--- src/rtl/pong_pkg.sv ---
// Shared types and helpers for the Pong datapath blocks.
// Signed coordinates carry headroom so ball/paddle arithmetic never wraps.
package pong_pkg;

  typedef logic [9:0] coord_t;
  typedef logic signed [11:0] scoord_t;

  typedef enum logic [1:0] {
    PLAYER = 2'd0,
    AI     = 2'd1,
    HOLD   = 2'd2
  } paddle_mode_e;

  typedef enum logic [1:0] {
    IDLE       = 2'd0,
    COOL       = 2'd1,
    WAIT_CLEAR = 2'd2
  } hit_state_e;

  function automatic scoord_t clamp_y(input scoord_t v, input scoord_t lo, input scoord_t hi);
    if (v < lo) return lo;
    if (v > hi) return hi;
    return v;
  endfunction

endpackage

--- src/rtl/hit_zone_enc.sv ---
// Maps the ball-centre offset within the paddle to one of ZONES equal bands.
// Each threshold is a constant compare; the zone is the highest threshold passed.
module hit_zone_enc
  import pong_pkg::*;
#(
  parameter int HEIGHT = 60,
  parameter int ZONES  = 3,
  parameter int ZW     = $clog2(ZONES)
) (
  input  scoord_t         off,
  output logic [ZW-1:0]   zone
);

  logic [ZONES-1:1] above;

  generate
    for (genvar gi = 1; gi < ZONES; gi++) begin : g_th
      localparam int TH = gi * HEIGHT / ZONES;
      assign above[gi] = (off >= scoord_t'(TH));
    end
  endgenerate

  // Thresholds rise monotonically, so the last set bit is the zone.
  always_comb begin
    zone = '0;
    for (int i = 1; i < ZONES; i++) begin
      if (above[i]) zone = ZW'(i);
    end
  end

endmodule

--- src/rtl/paddle_ctrl.sv ---
// Paddle controller: slew-limited motion from player/AI target, zoned hit
// detection with a cooldown FSM, and the paddle pixel overlay.
module paddle_ctrl
  import pong_pkg::*;
#(
  parameter int          XLOC      = 50,
  parameter int          YRESET    = 294,
  parameter int          WIDTH     = 10,
  parameter int          HEIGHT    = 60,
  parameter int          ZONES     = 3,
  parameter int          Y_MIN     = 136,
  parameter int          Y_MAX     = 512,
  parameter int          MAX_STEP  = 4,
  parameter int          BALL_SIZE = 10,
  parameter int          COOLDOWN  = 8,
  parameter logic [11:0] COLOR     = 12'hfff
) (
  input  logic                       clk,
  input  logic                       reset,
  input  logic                       frame_tick,
  input  logic [1:0]                 mode,
  input  logic [9:0]                 pad_target,
  input  logic [9:0]                 ball_x,
  input  logic [9:0]                 ball_y,
  input  logic [9:0]                 x,
  input  logic [9:0]                 y,
  output logic [9:0]                 paddle_y,
  output logic                       hit,
  output logic [$clog2(ZONES)-1:0]   hit_zone,
  output logic [11:0]                rgb
);

  localparam int      ZW     = $clog2(ZONES);
  localparam int      CW     = $clog2(COOLDOWN + 1);
  localparam scoord_t X_LO   = scoord_t'(XLOC);
  localparam scoord_t X_HI   = scoord_t'(XLOC + WIDTH - 1);
  localparam scoord_t H_M1   = scoord_t'(HEIGHT - 1);
  localparam scoord_t B_M1   = scoord_t'(BALL_SIZE - 1);
  localparam scoord_t B_HALF = scoord_t'(BALL_SIZE / 2);
  localparam scoord_t H_HALF = scoord_t'(HEIGHT / 2);
  localparam scoord_t STEP   = scoord_t'(MAX_STEP);
  localparam scoord_t PY_LO  = scoord_t'(Y_MIN);
  localparam scoord_t PY_HI  = scoord_t'(Y_MAX - HEIGHT);
  localparam scoord_t PY_RST = clamp_y(scoord_t'(YRESET), PY_LO, PY_HI);

  coord_t          paddle_y_reg;
  hit_state_e      state_reg;
  logic [CW-1:0]   cool_cnt_reg;
  logic            hit_reg;
  logic [ZW-1:0]   hit_zone_reg;

  paddle_mode_e    mode_sel;
  scoord_t         py, bx, by, sx, sy;
  scoord_t         target, delta, py_next, off;
  logic            overlap;
  logic [ZW-1:0]   zone;

  assign py = scoord_t'({2'b00, paddle_y_reg});
  assign bx = scoord_t'({2'b00, ball_x});
  assign by = scoord_t'({2'b00, ball_y});
  assign sx = scoord_t'({2'b00, x});
  assign sy = scoord_t'({2'b00, y});

  always_comb begin
    case (mode)
      2'd0:    mode_sel = PLAYER;
      2'd1:    mode_sel = AI;
      default: mode_sel = HOLD;
    endcase
  end

  // AI centres the paddle on the ball centre; both sources are clamped.
  always_comb begin
    target = clamp_y((mode_sel == AI) ? (by + B_HALF - H_HALF) : scoord_t'({2'b00, pad_target}),
                     PY_LO, PY_HI);
    delta  = target - py;
    if (delta > STEP)       py_next = py + STEP;
    else if (delta < -STEP) py_next = py - STEP;
    else                    py_next = target;
  end

  assign overlap = (bx <= X_HI) && (bx + B_M1 >= X_LO) &&
                   (by <= py + H_M1) && (by + B_M1 >= py);
  assign off     = by + B_HALF - py;

  hit_zone_enc #(
    .HEIGHT (HEIGHT),
    .ZONES  (ZONES),
    .ZW     (ZW)
  ) u_zone (
    .off  (off),
    .zone (zone)
  );

  always_ff @(posedge clk) begin
    if (reset) begin
      paddle_y_reg <= coord_t'(PY_RST);
      state_reg    <= IDLE;
      cool_cnt_reg <= '0;
      hit_reg      <= 1'b0;
      hit_zone_reg <= '0;
    end else begin
      hit_reg <= 1'b0;
      if (frame_tick) begin
        if (mode_sel != HOLD) paddle_y_reg <= coord_t'(py_next);
        case (state_reg)
          IDLE: begin
            if (overlap) begin
              state_reg    <= COOL;
              cool_cnt_reg <= '0;
              hit_reg      <= 1'b1;
              hit_zone_reg <= zone;
            end
          end
          COOL: begin
            if (cool_cnt_reg == CW'(COOLDOWN - 1)) begin
              state_reg    <= overlap ? WAIT_CLEAR : IDLE;
              cool_cnt_reg <= '0;
            end else begin
              cool_cnt_reg <= cool_cnt_reg + 1'b1;
            end
          end
          WAIT_CLEAR: begin
            if (!overlap) state_reg <= IDLE;
          end
          default: state_reg <= IDLE;
        endcase
      end
    end
  end

  assign paddle_y = paddle_y_reg;
  assign hit      = hit_reg;
  assign hit_zone = hit_zone_reg;
  assign rgb      = (sx >= X_LO && sx <= X_HI && sy >= py && sy <= py + H_M1) ? COLOR : 12'h000;

endmodule

--- config.mk ---
export PLATFORM = sky130hd
export DESIGN_NAME = paddle_ctrl
export DESIGN_NICKNAME = d
export VERILOG_FILES = /design/src/rtl/pong_pkg.sv /design/src/rtl/hit_zone_enc.sv /design/src/rtl/paddle_ctrl.sv
export SDC_FILE = /design/constraint.sdc
export NUM_CORES = 1
export LEC_CHECK = 0
export ABC_AREA = 1
export ABC_CLOCK_PERIOD_IN_PS = 7190
export CAP_MARGIN = 20
export CORE_ASPECT_RATIO = 0.6
export CORE_MARGIN = 1.5
export CORE_UTILIZATION = 38
export CTS_CLUSTER_SIZE = 25
export DETAILED_ROUTE_END_ITERATION = 7
export PLACE_DENSITY = 0.68
export SKIP_CTS_REPAIR_TIMING = 1
export SKIP_LAST_GASP = 1
export SYNTH_ARGS = -nofsm -noshare
export SYNTH_HDL_FRONTEND = slang
export SYNTH_SLANG_ARGS = --single-unit
--- constraint.sdc ---
create_clock -name clk -period 7.19 [get_ports clk]
set_input_delay 2.157 -clock clk [delete_from_list [all_inputs] [get_ports clk]]
set_output_delay 2.157 -clock clk [all_outputs]
set_load 0.01 [all_outputs]
==> run_results.csv <==
group,metric,value,unit
run_status,status,"finished clean",
setup_path,startpoint_type,"primary input",
pwr,peakVddDrop,0.0000765,V
pwr,p_per_area,119,nW/um2
drt,drt_iter0_drc,416,
logic_synthesis,synth_compound_area_share,12.8,%
worst_hold_path,min_path_type,"reg -> reg",
logic_synthesis,ys_ff_latch,19,
clock_network,cts_buffers,3,
grt,grt_max_degree,15,
drt,ant_nets,0,
pwr,p_int,357,uW
logic_synthesis,yosysSeqAreaShare,8.25,%
floorplanning,initial_core_util,39.9,%
logic_synthesis,yosys.area_share.adder,19.3,%
drt,drcViolationCount,0,
setup_path,rrSetupSlack,3580,ps
sta,hold_viol_final,0,
cells_and_area,syn2layout_area_growth,22.4,%
pwr,leakage,2.73,nW
sta,slew_viol_final,0,
grt,gr-total-overflow,0,
logic_synthesis,muxShareOfSynthArea,0.217,%
placed_design,place_congestion,0.974,
placed_design,dp_hpwl,11900,um
logic_synthesis,netlist_area,4610,um2
logic_synthesis,yosys.area_share.xor_xnor,6.24,%
grt,groute.usage.overall,22.4,%
floorplanning,dieHeight,88.3,um
cells_and_area,mostFrequentLayoutCells,"200 x nand2_1, 98 x inv_1, 86 x nor2_1",
logic_synthesis,yosys_warnings,0,
setup_path,worst-path-max-fanout,11,
drt,wl,14100,um
clock_network,htreeDepth,1,
cells_and_area,drive_above_1_share,7.75,%
clock_network,cts_root_buf,"clkbuf_16",
clock_network,clk_pin_slew_worst_paths,60,ps
grt,antenna_found_initial,0,
sta,slew_headroom,47.0,%
setup_path,end_kind,"output port",
logic_synthesis,synth_top_family_by_area,"simple AND/OR/NAND/NOR gates",
grt,grt_pass1_wl,23000,um
cells_and_area,n_fill_cell,1267,
logic_synthesis,synthSimpleGateAreaFrac,41.6,%
sta,grt_setup_unrepaired,"no",
placed_design,port_buffers,78,
drt,vias_per_cell,5.12,
floorplanning,die_x,145,um
cells_and_area,diodes,0,
pwr,pwr-share-seq,17.8,%
sta,worst_pin_slew,792,ps
floorplanning,core_area,11600,um2
cells_and_area,largest_register_ffs,10,
drt,vias,5186,
sta,setup_violations,0,
grt,grt_pass1_vias,4608,
sta,fin_crit,6820,ps
logic_synthesis,synth_area_per_cell,5.93,um2
logic_synthesis,netlist_instances,777,
logic_synthesis,ys_types,49,
placed_design,place_inst,1008,
cells_and_area,final_common_cell,"nand2_1",
sta,finalSetupTns,0,ps
pwr,switching_share,46.9,%
setup_path,required,5030,ps
setup_path,worstSetupPathType,"in -> out",
drt,first_pass_iters,5,
floorplanning,rows,30,
pwr,p_clk_share,18.0,%
pwr,switching_power,315,uW
cells_and_area,layout.cells.non_filler,1012,
floorplanning,dieArea,12800,um2
pwr,power.share.combinational,64.1,%
clock_network,cts_tree,"built",
cells_and_area,final_nets,978,
floorplanning,io_pins,80,
clock_network,cts_buffer_depth,2,
flow_run,drv_cap,0,
sta,max_freq,0.147,GHz
logic_synthesis,synth_nets,902,
sta,finClkSkew,3.55,ps
clock_network,clock-sinks,19,
clock_network,clk_latency,260,ps
setup_path,arrival,4670,ps
sta,period_share,94.9,%
drt,wl_per_cell,13.9,um
Yosys cell counts, drive strengths merged:
library cell	n	area share (%)
dfxtp	19	8.3
o31ai	2	0.33
fa	2	0.87
nor2	96	9.0
a41oi	1	0.19
conb	1	0.081
nor3	12	1.4
or2	7	0.95
nand3b	3	0.49
buf	16	2.6
inv	105	8.6
mux2i	1	0.22
nand2	216	19
and2	1	0.14
clkinv	1	0.081
a21oi	56	6.3
o32ai	1	0.19
o21bai	2	0.33
xor2	29	5.7
nor2b	1	0.14
nor3b	1	0.16
o21a	1	0.16
xnor2	3	0.57
o211ai	4	0.65
nand3	67	7.9
o21ai	31	3.4
clkbuf	3	0.27
nor4	2	0.27
ha	68	18
nand4	18	2.4
a31oi	2	0.27
o2111ai	2	0.38
o221a	1	0.24
a2111oi	1	0.19
a211oi	1	0.16
power groups by stage:
stage	registers, mW	clock network (mW)	logic [mW]
6_report	0.120	0.121	0.431
5_1_grt	0.120	0.129	0.486
3_3_place_gp	0.122	0	0.413
2_1_floorplan	0.118	0	0.295
3_5_place_dp	0.122	0	0.420
4_1_cts	0.120	0.125	0.422
stage by stage:
step / instance area (um2) / util [%] / total power, mW / worst slack (ps) / hold slack [ps]
floorplan: 4610 / - / 0.413 / 1140 / 458
global placement: 5550 / 48.0 / 0.535 / 183 / 477
detailed placement: 5550 / 48.0 / 0.542 / 139 / 477
CTS: 5630 / 48.7 / 0.667 / 367 / 488
global route: 5640 / 48.8 / 0.736 / 8.14 / 511
finish: 5640 / 48.8 / 0.672 / 366 / 485
cell type report:
type | count | area, um2 | area share (%)
clock buffers | 3 | 75.1 | 1.33
well taps | 160 | 200 | 3.55
clock inverters | 1 | 5.00 | 0.0887
flip-flops and latches | 19 | 380 | 6.74
repair buffers | 90 | 871 | 15.4
multi-input cells | 633 | 3710 | 65.8
inverters | 106 | 400 | 7.10
worst paths after layout:
check,startpoint,end,cells after the start
max,y[1],rgb[2],12
min reg2reg,cool_cnt_reg[1]$_SDFFE_PP0P_,cool_cnt_reg[1]$_SDFFE_PP0P_,2
min,cool_cnt_reg[1]$_SDFFE_PP0P_,cool_cnt_reg[1]$_SDFFE_PP0P_,2
max reg2reg,paddle_y[0]$_SDFFE_PP0P_,state_reg[0]$_SDFFE_PP0P_,17
worst max-delay path, stage by stage:
cell	delay [ps]
clkdlybuf4s50_1	470
ha_1	320
nand2_1	100
nor2_1	50
a211oi_1	180
o221a_2	230
o21ai_0	70
a21oi_1	130
o21ai_0	80
nor2_1	150
buf_4	180
clkdlybuf4s50_1	550
per-layer routing:
metal  global-route usage (%)  vias up  share of wire, %
li1                         -     2691                 -
met1                     35.5     2294                55
met2                     31.5      197                36
met3                     4.33        4               9.7
met4                     1.30        0              0.15
met5                        0        -                 0
cell families after synthesis:
family,count (synthesis)
buffers and inverters,125
adders and majority gates,70
muxes,1
and+or+nand+nor,424
DFF,19
AOI/OAI and AO/OA,105
xor gates and xnor gates,32
other,1
Power figures use the tool's default switching activity.
